$ cat config.mk
export PLATFORM = sky130hd
export DESIGN_NAME = huffman_stream_scheduler
export DESIGN_NICKNAME = d
export VERILOG_FILES = /design/src/rtl/huffman_stream_scheduler.sv
export SDC_FILE = /design/constraint.sdc
export NUM_CORES = 1
export LEC_CHECK = 0
export ABC_AREA = 1
export BUFFER_PORTS_ARGS = -buffer_cell sky130_fd_sc_hd__buf_2
export CORE_AREA = 4 4 279 281
export CTS_BUF_LIST = sky130_fd_sc_hd__clkbuf_16
export DETAILED_ROUTE_END_ITERATION = 12
export DIE_AREA = 0 0 283 285
export PLACE_DENSITY = 0.77
export SLEW_MARGIN = 25
export SYNTH_ARGS = -nofsm -noshare
export SYNTH_HDL_FRONTEND = slang
export SYNTH_SLANG_ARGS = --single-unit
$ cat constraint.sdc
create_clock -name clk -period 6.2 [get_ports clk]
set_input_delay 1.24 -clock clk [delete_from_list [all_inputs] [get_ports clk]]
set_output_delay 1.24 -clock clk [all_outputs]
set_load 0.02 [all_outputs]
$ cat src/rtl/huffman_stream_scheduler.sv
`default_nettype none
// ============================================================================
//  Module   : huffman_stream_scheduler
//  Purpose  : Merges the Y/Cb/Cr entropy-coder word streams into a single
//             variable-length code stream in JPEG MCU order (Y, Cb, Cr block
//             per MCU), with per-channel FIFOs and a ready/valid output.
//  Revision : 1.0  initial release
// ============================================================================
module huffman_stream_scheduler #(
    parameter int CODE_W     = 32,
    parameter int LEN_W      = 6,
    parameter int FIFO_DEPTH = 8,
    parameter int MCU_W      = 16
) (
    input  logic                  clk,
    input  logic                  rst_n,
    input  logic                  clear,
    input  logic [2:0]            in_valid,
    output logic [2:0]            in_ready,
    input  logic [3*CODE_W-1:0]   in_code,
    input  logic [3*LEN_W-1:0]    in_len,
    input  logic [2:0]            in_eob,
    output logic                  out_valid,
    input  logic                  out_ready,
    output logic [CODE_W-1:0]     out_code,
    output logic [LEN_W-1:0]      out_len,
    output logic                  out_eob,
    output logic [1:0]            out_ch,
    output logic                  mcu_done,
    output logic [MCU_W-1:0]      mcu_count
);

    // One FIFO entry packs {eob, len, code}.
    localparam int ENT_W = CODE_W + LEN_W + 1;
    localparam int PTR_W = $clog2(FIFO_DEPTH);
    localparam int CNT_W = PTR_W + 1;
    localparam logic [CNT_W-1:0] CNT_FULL = CNT_W'(FIFO_DEPTH);

    typedef enum logic [1:0] {
        SERVE_Y  = 2'd0,
        SERVE_CB = 2'd1,
        SERVE_CR = 2'd2
    } state_t;

    state_t cur_ch_q, cur_ch_d;

    logic [2:0]         fifo_empty;
    logic [2:0]         fifo_full;
    logic [2:0]         fifo_pop;
    logic [3*ENT_W-1:0] fifo_head;

    logic [ENT_W-1:0]   head_w;
    logic               head_empty_w;
    logic               load_w;
    logic               accept_w;

    logic               out_valid_q, out_valid_d;
    logic [CODE_W-1:0]  out_code_q,  out_code_d;
    logic [LEN_W-1:0]   out_len_q,   out_len_d;
    logic               out_eob_q,   out_eob_d;
    logic [1:0]         out_ch_q,    out_ch_d;
    logic               mcu_done_q,  mcu_done_d;
    logic [MCU_W-1:0]   mcu_count_q, mcu_count_d;

    // ------------------------------------------------------------------
    // Per-channel FIFOs. Ready comes from the registered count only, so a
    // pop from a full FIFO does not open the slot until the next cycle.
    // ------------------------------------------------------------------
    generate
        for (genvar gi = 0; gi < 3; gi++) begin : g_fifo
            logic [ENT_W-1:0] mem_q [FIFO_DEPTH];
            logic [PTR_W-1:0] wr_ptr_q, wr_ptr_d;
            logic [PTR_W-1:0] rd_ptr_q, rd_ptr_d;
            logic [CNT_W-1:0] cnt_q,    cnt_d;
            logic             wr_en;

            assign fifo_full[gi]  = (cnt_q == CNT_FULL);
            assign fifo_empty[gi] = (cnt_q == '0);
            assign wr_en          = in_valid[gi] && !fifo_full[gi] && !clear;
            assign fifo_head[gi*ENT_W +: ENT_W] = mem_q[rd_ptr_q];

            // Pointer and occupancy update; clear flushes the FIFO and drops any write.
            always_comb begin
                wr_ptr_d = wr_ptr_q;
                rd_ptr_d = rd_ptr_q;
                cnt_d    = cnt_q;
                if (clear) begin
                    wr_ptr_d = '0;
                    rd_ptr_d = '0;
                    cnt_d    = '0;
                end else begin
                    if (wr_en) begin
                        wr_ptr_d = wr_ptr_q + 1'b1;
                    end
                    if (fifo_pop[gi]) begin
                        rd_ptr_d = rd_ptr_q + 1'b1;
                    end
                    case ({wr_en, fifo_pop[gi]})
                        2'b10:   cnt_d = cnt_q + 1'b1;
                        2'b01:   cnt_d = cnt_q - 1'b1;
                        default: cnt_d = cnt_q;
                    endcase
                end
            end

            // Pointer and occupancy registers.
            always_ff @(posedge clk or negedge rst_n) begin
                if (!rst_n) begin
                    wr_ptr_q <= '0;
                    rd_ptr_q <= '0;
                    cnt_q    <= '0;
                end else begin
                    wr_ptr_q <= wr_ptr_d;
                    rd_ptr_q <= rd_ptr_d;
                    cnt_q    <= cnt_d;
                end
            end

            // Storage array; contents are don't-care while the count says empty.
            always_ff @(posedge clk) begin
                if (wr_en) begin
                    mem_q[wr_ptr_q] <= {in_eob[gi],
                                        in_len[gi*LEN_W +: LEN_W],
                                        in_code[gi*CODE_W +: CODE_W]};
                end
            end
        end
    endgenerate

    assign in_ready = ~fifo_full;

    // Select the head entry of the FIFO currently being served.
    always_comb begin
        head_w       = fifo_head[0 +: ENT_W];
        head_empty_w = fifo_empty[0];
        case (cur_ch_q)
            SERVE_CB: begin
                head_w       = fifo_head[ENT_W +: ENT_W];
                head_empty_w = fifo_empty[1];
            end
            SERVE_CR: begin
                head_w       = fifo_head[2*ENT_W +: ENT_W];
                head_empty_w = fifo_empty[2];
            end
            default: begin
                head_w       = fifo_head[0 +: ENT_W];
                head_empty_w = fifo_empty[0];
            end
        endcase
    end

    assign accept_w = out_valid_q && out_ready;
    // Only the served channel may issue; other channels wait even if non-empty.
    assign load_w   = (!out_valid_q || out_ready) && !head_empty_w && !clear;

    // Scheduler next state, output-register load and MCU accounting.
    always_comb begin
        cur_ch_d    = cur_ch_q;
        out_valid_d = out_valid_q;
        out_code_d  = out_code_q;
        out_len_d   = out_len_q;
        out_eob_d   = out_eob_q;
        out_ch_d    = out_ch_q;
        mcu_done_d  = 1'b0;
        mcu_count_d = mcu_count_q;
        fifo_pop    = 3'b000;
        if (clear) begin
            cur_ch_d    = SERVE_Y;
            out_valid_d = 1'b0;
            out_code_d  = '0;
            out_len_d   = '0;
            out_eob_d   = 1'b0;
            out_ch_d    = 2'd0;
            mcu_count_d = '0;
        end else begin
            // The Cr end-of-block word leaving downstream closes one MCU.
            if (accept_w && (out_ch_q == 2'd2) && out_eob_q) begin
                mcu_done_d  = 1'b1;
                mcu_count_d = mcu_count_q + 1'b1;
            end
            if (load_w) begin
                fifo_pop    = 3'b001 << cur_ch_q;
                out_valid_d = 1'b1;
                out_code_d  = head_w[CODE_W-1:0];
                out_len_d   = head_w[CODE_W +: LEN_W];
                out_eob_d   = head_w[ENT_W-1];
                out_ch_d    = cur_ch_q;
                // Advance to the next component only when its block ends.
                if (head_w[ENT_W-1]) begin
                    case (cur_ch_q)
                        SERVE_Y:  cur_ch_d = SERVE_CB;
                        SERVE_CB: cur_ch_d = SERVE_CR;
                        default:  cur_ch_d = SERVE_Y;
                    endcase
                end
            end else if (accept_w) begin
                out_valid_d = 1'b0;
            end
        end
    end

    // Scheduler state register.
    always_ff @(posedge clk or negedge rst_n) begin
        if (!rst_n) begin
            cur_ch_q <= SERVE_Y;
        end else begin
            cur_ch_q <= cur_ch_d;
        end
    end

    // Output register and MCU counter.
    always_ff @(posedge clk or negedge rst_n) begin
        if (!rst_n) begin
            out_valid_q <= 1'b0;
            out_code_q  <= '0;
            out_len_q   <= '0;
            out_eob_q   <= 1'b0;
            out_ch_q    <= 2'd0;
            mcu_done_q  <= 1'b0;
            mcu_count_q <= '0;
        end else begin
            out_valid_q <= out_valid_d;
            out_code_q  <= out_code_d;
            out_len_q   <= out_len_d;
            out_eob_q   <= out_eob_d;
            out_ch_q    <= out_ch_d;
            mcu_done_q  <= mcu_done_d;
            mcu_count_q <= mcu_count_d;
        end
    end

    assign out_valid = out_valid_q;
    assign out_code  = out_code_q;
    assign out_len   = out_len_q;
    assign out_eob   = out_eob_q;
    assign out_ch    = out_ch_q;
    assign mcu_done  = mcu_done_q;
    assign mcu_count = mcu_count_q;

endmodule
`default_nettype wire

==> Word-level counts from Yosys, hierarchy flattened <==
Memory sizes are Yosys's and may differ from the RTL's.
Cells that the tools add are included.
{ "classes": {"addsub": 13, "n_eq_ne": 12, "shift": 1, "n_mux": 47, "bitwise_logic": 1, "n_reduce_logical": 36} }
{ "op_table": {"columns": ["op", "n"], "rows": [
  ["$pmux 39 s2", 1],
  ["$mux 32", 2],
  ["$mux 3", 14],
  ["$mux 16", 2],
  ["$pmux 4 s2", 3],
  ["$add 3x1->3 const B", 6],
  ["$reduce_bool 2->1", 9],
  ["$add 16x1->16 const B", 1],
  ["$mux 1", 13],
  ["$add 4x1->4 const B", 3],
  ["$eq 4x4->1 const B", 3],
  ["$logic_not 4->1", 3],
  ["$mux 4", 3],
  ["$mux 6", 2],
  ["$reduce_bool 3->1", 4],
  ["$sub 4x1->4 const B", 3],
  ["$logic_and 1x1->1", 11],
  ["$eq 2x2->1 const B", 5],
  ["$mux 2", 5],
  ["$eq 2x1->1 const B", 4],
  ["$logic_not 1->1", 6],
  ["$pmux 2 s2", 1],
  ["$not 3->3", 1],
  ["$shl 1x2->3 const A", 1],
  ["4 further kinds", 4]
]} }
{ "totals": {"reg_bits": 91, "mem_bits_rw": 936, "in_bits": 124, "n_memories": 3} }
{ "mem_list": {"columns": ["name", "depth", "width", "rd", "rd_ports_with_merged_regs", "wr", "line_no", "rtl"], "rows": [
  ["g_fifo[0].mem_q", 8, 39, 1, 0, 1, "71", "logic [ENT_W-1:0] mem_q [FIFO_DEPTH];"],
  ["g_fifo[1].mem_q", 8, 39, 1, 0, 1, "71", null],
  ["g_fifo[2].mem_q", 8, 39, 1, 0, 1, "71", null]
]} }

==> Longest topological paths before layout <==
Gate-level depths: netlist of the first run.
{ "logic_depth": {"word_depth": 10, "mapped_depth": 17, "depth_no_buf": 16} }

==> Worst setup path after synthesis of the first run <==
No wires, ideal clock.
{ "synth_timing": {"kind": "in2reg", "start": "input port clear", "end": "memory g_fifo[0].mem_q[0][0] (netlist name) (enable)", "setup_ps": 435, "arrival_ps": 3427, "setup_slack_ps": 2338, "stages": 4, "path_buffers": 1, "cell_sequence": "clkbuf_1 -> nor2_1 -> nand2_1 -> nor2_1"} }
{ "synth_between": {"elab_chain_cells": 4} }
{ "synth_lines": {"columns": ["element", "line_no", "rtl"], "rows": [
  ["from (decl)", "17", "input logic clear,"],
  ["$logic_not 1->1", "79", "assign wr_en = in_valid[gi] && !fifo_full[gi] && !clear;"],
  ["$logic_and 1x1->1", "79", null],
  ["$mux 1", "121", "if (wr_en) begin"],
  ["$mux 1 (not written as such)", "122", "mem_q[wr_ptr_q] <= {in_eob[gi],"],
  ["to (decl)", "71", null]
]} }
No other way between the ends.

==> Worst setup path in the final report of the first run <==
{ "layout_timing": {"start": "register cur_ch_q[0]", "end": "register g_fifo[2].cnt_q[3]"} }
{ "layout_between": {"elab_chain_cells": 10, "word_cells_on_any_way": 14, "cone_classes": "eq/ne: 4; shift: 1; mux: 5; reduce/logical: 4"} }
{ "layout_lines": {"columns": ["element", "line_no", "rtl"], "rows": [
  ["from (decl)", "45", "state_t cur_ch_q, cur_ch_d;"],
  ["from (signal assigned)", "207", "cur_ch_q <= cur_ch_d;"],
  ["$eq 2x2->1 or $eq 2x1->1 (tied branches)", "136", "case (cur_ch_q)"],
  ["$pmux 1 s2", "136", null],
  ["$logic_not 1->1", "154", "assign load_w = (!out_valid_q || out_ready) && !head_empty_w && !clear;"],
  ["$logic_and 1x1->1 (2 in series)", "154", null],
  ["$mux 3 (*)", "181", "if (load_w) begin"],
  ["$mux 3 (*)", "167", "if (clear) begin"],
  ["$eq 2x1->1 or $eq 2x2->1 (tied branches)", "98", "case ({wr_en, fifo_pop[gi]})"],
  ["$pmux 4 s2", "98", null],
  ["$mux 4", "87", "if (clear) begin"],
  ["to (signal assigned)", "115", "cnt_q <= cnt_d;"],
  ["to (decl)", "74", "logic [CNT_W-1:0] cnt_q, cnt_d;"]
]} }
Mark *: on every way between the ends. The rest lies on a longest branch, timed or not.
A chain may end at the register's enable or synchronous reset.

==> results of run 1 <==
==> worst max-delay path by stage <==
stage,slack (ns),start,cells after the start,endpoint
finish,2.68,cur_ch_q[0],16,g_fifo[2].cnt_q[3]
global route,2.50,cur_ch_q[0],16,g_fifo[2].cnt_q[3]
CTS,2.77,cur_ch_q[0],16,g_fifo[2].cnt_q[3]
detailed placement,2.38,clear,13,g_fifo[2].cnt_q[3]
global placement,2.45,clear,13,g_fifo[2].cnt_q[3]
floorplan,2.34,clear,4,g_fifo[0].mem_q[0][0]
==> per-stage QoR <==
| step | setup WS (ns) | cells | hold slack (ns) | power, W |
|---|---|---|---|---|
| 4_1_cts | 2.77 | 4455 | 0.478 | 0.0170 |
| 5_1_grt | 2.50 | 4460 | 0.506 | 0.0177 |
| 2_1_floorplan | 2.34 | 3271 | 0.496 | 0.0103 |
| 3_3_place_gp | 2.45 | 4274 | 0.459 | 0.0114 |
| 3_5_place_dp | 2.38 | 4275 | 0.462 | 0.0115 |
| 6_report | 2.68 | 4468 | 0.472 | 0.0170 |
==> cells by family after synthesis <==
family	Yosys count	share of synthesized area (%)
fa+ha+maj	20	0.663
flops	1027	73.9
compound gates	734	10.3
simple gates	1216	12.0
buf+inv	260	2.80
xor+xnor	14	0.298
==> layout make-up <==
| class | count | area (sq um) |
|---|---|---|
| well taps | 978 | 1220 |
| flip-flops and latches | 1027 | 30400 |
| clock buffers | 100 | 2500 |
| repair buffers | 236 | 1350 |
| diodes | 12 | 30.0 |
| clock inverters | 80 | 518 |
| inverters | 51 | 200 |
| multi-input cells | 1984 | 9790 |
| fillers | 5435 | 29400 |
==> where the power goes <==
part / total [W] / switching (W) / internal (W)
sequential: 0.00803 / 0.000211 / 0.00782
clock: 0.00558 / 0.00252 / 0.00306
combinational: 0.00338 / 0.00246 / 0.000927
==> critical path, stage by stage, from the launching register on <==
cell and delay, ns:
dfrtp_1 0.37, inv_1 0.10, ha_1 0.33, buf_4 0.54
nand3_1 0.16, nand2_1 0.20, nand4_1 0.32, nor2_1 0.38
ha_1 0.33, a21oi_1 0.14, nand2_1 0.07, xor2_1 0.17
inv_1 0.06, nand2_1 0.06, nand2_1 0.05, nand2_1 0.06
nand2_1 0.05
==> routing by layer <==
layer,routed length [microns],vias up
met5,83,-
met4,3750,12
met3,9930,188
met2,48000,1291
met1,39300,13000
li1,-,12200
==> flip-flops by register name, summed over array words and instances (netlist names), 2 cells and up <==
name	cells
cur_ch_q	2
g_fifo.cnt_q	12
g_fifo.mem_q	936
g_fifo.rd_ptr_q	9
g_fifo.wr_ptr_q	9
mcu_count	16
out_ch	2
out_code	32
out_len	6
==> Yosys cell counts <==
library cell and instances:
buf_4 3, o21ai_0 312, nor4_1 3, nand3b_1 5
o21bai_1 1, clkbuf_2 4, inv_1 45, a31oi_1 2
fa_1 3, nor2_2 1, nor2_1 494, dfrtp_1 91
a221oi_1 1, a21oi_1 128, nand3_1 238, o21ai_1 49
o31ai_1 2, o22ai_1 24, a22oi_1 58, nand4_1 13
nor3_2 1, nand2_1 453, inv_2 3, clkbuf_1 107
xnor2_1 6, nor3_1 5, ha_1 17, buf_1 30
xor2_1 8, edfxtp_1 936, buf_2 53, and3_1 1
and2_1 2, a21oi_2 1, buf_6 12, o211ai_1 156
clkinv_1 2, inv_4 1
==> report_table.html, run 1 <==
<table>
<tr><th>Metric</th><th>Value</th></tr>
<tr><th colspan="2">Clocking</th></tr>
<tr><td>Max Root-Sink Buffers</td><td>3</td></tr>
<tr><td>TritonCTS clock tree</td><td>done</td></tr>
<tr><td># Post-CTS Setup Buffers</td><td>0</td></tr>
<tr><td>Clock insertion delay at the later pin of the skew report</td><td>0.65 ns</td></tr>
<tr><td>Clock root buffer</td><td>clkbuf_16</td></tr>
<tr><td>Clock-pin slew reported for the worst setup and hold paths after clock tree synthesis</td><td>0.06 ns</td></tr>
<tr><td>Count of H-tree levels built during CTS</td><td>3</td></tr>
<tr><td>Count of clock tree sinks</td><td>1,027</td></tr>
<tr><td>Number of buffers inserted by hold repair at cts</td><td>0</td></tr>
<tr><td>Number of gates resized after CTS</td><td>0</td></tr>
<tr><td>Number of buffers created by CTS</td><td>99</td></tr>
<tr><th colspan="2">Run status</th></tr>
<tr><td>Result of the run</td><td>finished, final reports clean</td></tr>
<tr><th colspan="2">Global routing</th></tr>
<tr><td>Total congestion overflow after global routing</td><td>0</td></tr>
<tr><td>GR Util met1</td><td>33.0%</td></tr>
<tr><td>Antenna violations before repair</td><td>19</td></tr>
<tr><td>Pin count of the biggest net entering global routing</td><td>103</td></tr>
<tr><td>Global router's overall resource usage</td><td>24.4%</td></tr>
<tr><td>Fraction of met3 tracks used by global routing</td><td>5.47%</td></tr>
<tr><td>Met2 demand-to-capacity share in global routing</td><td>38.9%</td></tr>
<tr><td>Via count of the first global-routing pass</td><td>25,600</td></tr>
<tr><td>Most heavily used metal layer in global routing</td><td>met2</td></tr>
<tr><td>Global-route wire length before repair</td><td>152,000 microns</td></tr>
<tr><th colspan="2">Pwr</th></tr>
<tr><td>Power density cells</td><td>369 nW/um^2</td></tr>
<tr><td>IR drop worst, VDD</td><td>0.244 mV</td></tr>
<tr><td>Leakage</td><td>16.2 nW</td></tr>
<tr><th colspan="2">Floorplanning</th></tr>
<tr><td>Site Rows</td><td>101</td></tr>
<tr><td>Floorplan Core Area</td><td>75,400 sq um</td></tr>
<tr><td>Total die area</td><td>80,700 sq um</td></tr>
<tr><td>Number of placed I/O pins</td><td>186</td></tr>
<tr><td>Width of the die</td><td>283 microns</td></tr>
<tr><td>Die height</td><td>285 microns</td></tr>
<tr><td>Starting utilization of the core area</td><td>54.5%</td></tr>
<tr><th colspan="2">Timing</th></tr>
<tr><td>Final period utilization</td><td>56.8%</td></tr>
<tr><td>Clock period minus final worst setup slack</td><td>3.52 ns</td></tr>
<tr><td>Final Hold Viols</td><td>0</td></tr>
<tr><td>Setup repair after global routing missed its margin</td><td>false</td></tr>
<tr><td>FMAX</td><td>0.284 GHz</td></tr>
<tr><td>Max-Slew Margin vs Limit</td><td>28.5%</td></tr>
<tr><td>Total Negative Setup Slacks</td><td>0 ns</td></tr>
<tr><td>Setup violators final</td><td>0</td></tr>
<tr><td>Maximum clock skew at final layout</td><td>0.0247 ns</td></tr>
<tr><td>Slew Limit Fails</td><td>0</td></tr>
<tr><td>Worst slew pin tran</td><td>1.07 ns</td></tr>
<tr><th colspan="2">Finish</th></tr>
<tr><td>Commonest non-fill, non-tap cell in the layout</td><td>edfxtp_1</td></tr>
<tr><td>Core Util, Final</td><td>61.0%</td></tr>
<tr><td>Final nets</td><td>3,543</td></tr>
<tr><td>Area Overhead vs Synth</td><td>11.9%</td></tr>
<tr><td>Fraction of final layout cells with drive strength greater than 1</td><td>11.9%</td></tr>
<tr><td>Design area</td><td>46,000 sq um</td></tr>
<tr><td>Most used cells in the layout excluding fill and tap cells</td><td>936 x edfxtp_1, 470 x nor2_1, 453 x nand2_1</td></tr>
<tr><th colspan="2">Route</th></tr>
<tr><td># DRC</td><td>0</td></tr>
<tr><td>Post-Route WL</td><td>101,000 microns</td></tr>
<tr><td>Post-DR wirelength/cell</td><td>22.6 microns</td></tr>
<tr><td>Via count normalized by instance count</td><td>5.98</td></tr>
<tr><td>DR iter-0 viols</td><td>3,229</td></tr>
<tr><td>Total via count in the routed design</td><td>26,700</td></tr>
<tr><td>First-pass iteration count of the detailed router</td><td>5</td></tr>
<tr><td>Number of nets still failing antenna checks after routing</td><td>0</td></tr>
<tr><th colspan="2">Worst setup path</th></tr>
<tr><td>Register-to-register setup slack</td><td>2.68 ns</td></tr>
<tr><td>Reg-to-reg endpoint</td><td>g_fifo[2].cnt_q[3]</td></tr>
<tr><td>Crit-path max FO</td><td>41</td></tr>
<tr><td>Source of the worst register-to-register timing path</td><td>cur_ch_q[0]</td></tr>
<tr><td>Worst Path Required</td><td>6.74 ns</td></tr>
<tr><td>R2R cell count</td><td>16</td></tr>
<tr><td>Critical path type</td><td>flip-flop to flip-flop</td></tr>
<tr><td>Startpoint Class</td><td>flip-flop</td></tr>
<tr><td>Signal arrival time at the worst endpoint</td><td>4.06 ns</td></tr>
<tr><td>Sort of element at the end of the critical path</td><td>flip-flop</td></tr>
<tr><th colspan="2">Synth</th></tr>
<tr><td>Number of distinct library cells after synthesis</td><td>38</td></tr>
<tr><td>Cell area after synthesis</td><td>41,100 sq um</td></tr>
<tr><td>Post-Syn Instances</td><td>3,271</td></tr>
<tr><td>Avg Inst Size Synth</td><td>12.6 sq um</td></tr>
<tr><td>Leading cell types by total area after synthesis</td><td>edfxtp_1 68%, dfrtp_1 5.5%, nor2_1 4.5%</td></tr>
<tr><td>Portion of synthesized cell area occupied by the leading cell type</td><td>68.3%</td></tr>
<tr><td>Mapped Nets</td><td>3,415</td></tr>
<tr><td>Library cell occupying the most area in the post-synthesis netlist</td><td>edfxtp_1</td></tr>
<tr><td>Yosys synthesis warning count</td><td>0</td></tr>
<tr><td>Number of flip-flops and latches in the synthesized netlist</td><td>1,027</td></tr>
<tr><td>Fraction of the yosys area taken by sequential cells</td><td>73.9%</td></tr>
<tr><th colspan="2">Hold path</th></tr>
<tr><td>Hold worst-path end</td><td>out_code[3]</td></tr>
<tr><td>Class of the worst hold path</td><td>flip-flop to flip-flop</td></tr>
<tr><td>Worst hold start</td><td>out_code[3]</td></tr>
<tr><td>Hold Crit Depth</td><td>2</td></tr>
<tr><th colspan="2">Placed design</th></tr>
<tr><td># port buffers</td><td>185</td></tr>
<tr><td>Final weighted congestion in routability-driven placement</td><td>0.913</td></tr>
<tr><td>Post-Place Cell Area</td><td>42,900 sq um</td></tr>
<tr><td>HPWL after detailed placement</td><td>59,200 microns</td></tr>
<tr><th colspan="2">Job</th></tr>
<tr><td>Number of maximum-capacitance constraint violations</td><td>0</td></tr>
</table>
No activity file was read; power rests on OpenSTA's default activity.
==> inputs of run 2 (changes only) <==
Settings changed: PLACE_DENSITY 0.77 to 0.8.
Clock period 6.2 ns to 2.9 ns, I/O delays scaled along.
==> run 2 against run 1 <==
  * Routed wire length up 2.3%
  * Cell count up 0.94%
  * Total power up 120%
  * Global-route usage up 0.47 points
  * Via count up 2.2%
  * First-iteration DRC count up 19%
  * Clock power up 130%
  * Count of clock-buffer cells in the layout unchanged
  * Sequential share of layout area down 1.4 points
  * Fmax up 30%
  * Largest cell class unchanged
  * Non-clock buffer count up 25
==> report_table.html, run 2 (synthesized netlist as in run 1, its figures left out) <==
<table>
<tr><th>Metric</th><th>Value</th></tr>
<tr><th colspan="2">Run status</th></tr>
<tr><td>Result of the run</td><td>finished, final reports clean</td></tr>
<tr><th colspan="2">Timing</th></tr>
<tr><td>Total Negative Setup Slacks</td><td>0 ns (unchanged)</td></tr>
<tr><td>Final Hold Viols</td><td>0 (unchanged)</td></tr>
<tr><td>FMAX</td><td>0.370 GHz (+30%)</td></tr>
<tr><td>Final period utilization</td><td>93.3% (+37 points)</td></tr>
<tr><td>Max-Slew Margin vs Limit</td><td>45.4% (+17 points)</td></tr>
<tr><td>Worst slew pin tran</td><td>0.819 ns (-0.254 ns)</td></tr>
<tr><td>Slew Limit Fails</td><td>0 (unchanged)</td></tr>
<tr><td>Maximum clock skew at final layout</td><td>0.0219 ns (-0.00281 ns)</td></tr>
<tr><td>Setup violators final</td><td>0 (unchanged)</td></tr>
<tr><td>Clock period minus final worst setup slack</td><td>2.71 ns (-0.814 ns)</td></tr>
<tr><th colspan="2">Pwr</th></tr>
<tr><td>Power density cells</td><td>803 nW/um^2 (+120%)</td></tr>
<tr><td>Leakage</td><td>16.5 nW (+2.2%)</td></tr>
<tr><td>Cell Int Power</td><td>0.0264 W (+120%)</td></tr>
<tr><td>IR drop worst, VDD</td><td>0.545 mV (+120%)</td></tr>
<tr><td>Switching fraction of total power</td><td>30.0% (-0.50 points)</td></tr>
<tr><td>Combinational cell fraction of total power</td><td>19.9% (about the same)</td></tr>
<tr><td>Proportion of power drawn by the clock network</td><td>34.6% (+1.8 points)</td></tr>
<tr><td>Switching power summed over all nets</td><td>0.0113 W (+120%)</td></tr>
<tr><td>Register share of total power</td><td>45.5% (-1.7 points)</td></tr>
<tr><th colspan="2">Worst setup path</th></tr>
<tr><td>Most numerous cell on the critical path</td><td>nand2_1</td></tr>
<tr><td>Worst Path Required</td><td>3.45 ns (-3.29 ns)</td></tr>
<tr><td>Crit-path max FO</td><td>4 (-90%)</td></tr>
<tr><td>Top delay family on crit path</td><td>simple AND/OR/NAND/NOR gates</td></tr>
<tr><td>Peak per-stage delay on the critical path</td><td>0.38 ns (-0.16 ns)</td></tr>
<tr><td>Crit path buf inv count</td><td>3 (unchanged)</td></tr>
<tr><td>Stages on the worst setup path</td><td>16 (unchanged)</td></tr>
<tr><td>R2R cell count</td><td>16 (unchanged)</td></tr>
<tr><td>Sort of element at the end of the critical path</td><td>flip-flop</td></tr>
<tr><td>Critical path type</td><td>flip-flop to flip-flop</td></tr>
<tr><td>Cell at the slowest stage of the critical path</td><td>dfrtp_1</td></tr>
<tr><td>Startpoint Class</td><td>flip-flop</td></tr>
<tr><td>Worst-path cell chain</td><td>inv_1, ha_1, inv_1, nand2_1, nand2_1, nand4_1, nor2_2, ha_1, a21oi_1, nand2_1, xor2_1, inv_1, nand2_1, nand2_1, nand2_1, nand2_1</td></tr>
<tr><td>Signal arrival time at the worst endpoint</td><td>3.25 ns (-0.81 ns)</td></tr>
<tr><th colspan="2">Floorplanning</th></tr>
<tr><td>Site Rows</td><td>101 (unchanged)</td></tr>
<tr><td>Starting utilization of the core area</td><td>54.5% (unchanged)</td></tr>
<tr><td>Number of placed I/O pins</td><td>186 (unchanged)</td></tr>
<tr><td>Total die area</td><td>80,700 sq um (unchanged)</td></tr>
<tr><td>Die height</td><td>285 microns (unchanged)</td></tr>
<tr><td>Width of the die</td><td>283 microns (unchanged)</td></tr>
<tr><td>Floorplan Core Area</td><td>75,400 sq um (unchanged)</td></tr>
<tr><th colspan="2">Global routing</th></tr>
<tr><td>Global router's overall resource usage</td><td>24.9% (+0.47 points)</td></tr>
<tr><td>Antenna violations before repair</td><td>34 (+15)</td></tr>
<tr><td>Total congestion overflow after global routing</td><td>0 (unchanged)</td></tr>
<tr><td>Global-route wire length before repair</td><td>155,000 microns (+1.9%)</td></tr>
<tr><td>Via count of the first global-routing pass</td><td>25,800 (+0.75%)</td></tr>
<tr><td>Pin count of the biggest net entering global routing</td><td>158 (+53%)</td></tr>
<tr><th colspan="2">Route</th></tr>
<tr><td>Post-Route WL</td><td>103,000 microns (+2.3%)</td></tr>
<tr><td>First-pass iteration count of the detailed router</td><td>6 (+1)</td></tr>
<tr><td># DRC</td><td>0 (unchanged)</td></tr>
<tr><td>Number of nets still failing antenna checks after routing</td><td>0 (unchanged)</td></tr>
<tr><td>Post-DR wirelength/cell</td><td>22.9 microns (+1.3%)</td></tr>
<tr><td>Total via count in the routed design</td><td>27,300 (+2.2%)</td></tr>
<tr><td>Via count normalized by instance count</td><td>6.06 (+1.3%)</td></tr>
<tr><td>DR iter-0 viols</td><td>3,846 (+19%)</td></tr>
<tr><th colspan="2">Finish</th></tr>
<tr><td>Flip-flop count of the largest register, all copies and words added</td><td>936 (unchanged)</td></tr>
<tr><td>Final nets</td><td>3,569 (+0.73%)</td></tr>
<tr><td>Register with the most flip-flops</td><td>g_fifo.mem_q</td></tr>
<tr><td>Number of non-filler instances in the completed layout</td><td>4,510 (+0.94%)</td></tr>
<tr><td>Area Overhead vs Synth</td><td>14.3%</td></tr>
<tr><td>Most used cells in the layout excluding fill and tap cells</td><td>936 x edfxtp_1, 467 x nor2_1, 453 x nand2_1</td></tr>
<tr><td>Fraction of final layout cells with drive strength greater than 1</td><td>12.8% (+0.96 points)</td></tr>
<tr><td>Commonest non-fill, non-tap cell in the layout</td><td>edfxtp_1</td></tr>
<tr><th colspan="2">Job</th></tr>
<tr><td>Number of maximum-capacitance constraint violations</td><td>0 (unchanged)</td></tr>
<tr><th colspan="2">Clocking</th></tr>
<tr><td>Max Root-Sink Buffers</td><td>3 (unchanged)</td></tr>
<tr><td>Count of clock tree sinks</td><td>1,027 (unchanged)</td></tr>
<tr><td>TritonCTS clock tree</td><td>done</td></tr>
<tr><td>Count of H-tree levels built during CTS</td><td>3 (unchanged)</td></tr>
<tr><td>Clock insertion delay at the later pin of the skew report</td><td>0.67 ns (+0.02 ns)</td></tr>
<tr><td>Number of buffers created by CTS</td><td>100 (+1.0%)</td></tr>
<tr><td>Clock root buffer</td><td>clkbuf_16</td></tr>
<tr><td>Clock-pin slew reported for the worst setup and hold paths after clock tree synthesis</td><td>0.06 ns (about the same)</td></tr>
<tr><th colspan="2">Hold path</th></tr>
<tr><td>Class of the worst hold path</td><td>input pin to flip-flop</td></tr>
<tr><td>Hold Crit Depth</td><td>1 (-1)</td></tr>
<tr><th colspan="2">Placed design</th></tr>
<tr><td># port buffers</td><td>185 (unchanged)</td></tr>
<tr><td>Final weighted congestion in routability-driven placement</td><td>0.903 (-1.1%)</td></tr>
<tr><td>HPWL after detailed placement</td><td>59,000 microns (-0.35%)</td></tr>
<tr><td>Dpl cells</td><td>4,300 (+0.58%)</td></tr>
</table>
-- run 2: changes by cell type in the layout (fill, tap and decap cells not counted), moves of 2 or more --
cell / previous run / this run
buf_4: 50 / 37
clkinv_4: 3 / 1
inv_1: 71 / 63
clkinv_1: 18 / 20
diode_2: 12 / 25
buf_12: 0 / 39
bufinv_16: 3 / 14
nor2_2: 0 / 3
nor2_1: 470 / 467
clkinv_2: 20 / 18
buf_16: 2 / 0
-- run 2: timing repair --
item                       4_1_cts  5_1_grt
hold endpoints to repair        39        0
setup buffers                    0        0
gates resized for setup          0        3
setup endpoints to repair        0        3
hold buffers                     1        0
-- run 2: power groups by stage --
| stage | Clock (W) | Sequential [W] | Combinational, W |
|---|---|---|---|
| after floorplan | 0 | 0.0175 | 0.00450 |
| after global placement | 0 | 0.0175 | 0.00712 |
| after detailed placement | 0 | 0.0175 | 0.00733 |
| after CTS | 0.0132 | 0.0172 | 0.00743 |
| after global routing | 0.0139 | 0.0172 | 0.00814 |
| final | 0.0131 | 0.0172 | 0.00753 |
-- run 2: cell type report --
class,count,area (sq um)
flip-flops and latches,1027,30400
fillers,5157,28400
multi-input cells,1984,9800
clock buffers,100,2500
repair buffers,261,1990
well taps,978,1220
clock inverters,84,828
inverters,51,199
diodes,25,62.6
-- run 2: worst register-to-register path, stage by stage (launching register included) --
cell     delay, ns
dfrtp_1       0.38
inv_1         0.11
ha_1          0.35
inv_1         0.09
nand2_1       0.05
nand2_1       0.16
nand4_1       0.22
nor2_2        0.24
ha_1          0.31
a21oi_1       0.14
nand2_1       0.07
xor2_1        0.17
inv_1         0.06
nand2_1       0.06
nand2_1       0.06
nand2_1       0.07
nand2_1       0.04
-- run 2: metal layers --
layer	wire (microns)	GRT usage [%]	share of wire (%)	vias up
met5	103	0	0.10	-
met4	4840	11.9	4.7	16
met3	10700	6.06	10	255
met2	48200	38.7	47	1559
met1	39600	33.3	38	13200
li1	-	-	-	12300
-- run 2: final timing paths --
| kind | startpoint | endpoint | slack [ns] |
|---|---|---|---|
| worst max register to register | cur_ch_q[0] | g_fifo[2].cnt_q[3] | 0.19 |
| worst min-delay path | in_code[88] | g_fifo[2].mem_q[3][24] | 0.17 |
| worst max-delay path | cur_ch_q[0] | g_fifo[2].cnt_q[3] | 0.19 |
| worst min register to register | out_code[28] | out_code[28] | 0.48 |
| min in group asynchronous | rst_n | mcu_count[13] | 0.44 |
| max in group asynchronous | rst_n | g_fifo[2].rd_ptr_q[0] | 1.73 |
-- run 2: metrics by stage --
step / hold slack, ns / setup WS (ns) / util [%] / power (W) / instance area [sq um]
floorplan: 0.284 / -0.347 / - / 0.0220 / 41100
global placement: 0.461 / 0.336 / 57.8 / 0.0246 / 43600
detailed placement: 0.460 / 0.192 / 57.8 / 0.0248 / 43600
CTS: 0.145 / 0.179 / 62.2 / 0.0377 / 46900
global route: 0.161 / -0.0106 / 62.3 / 0.0392 / 47000
finish: 0.172 / 0.194 / 62.3 / 0.0378 / 47000
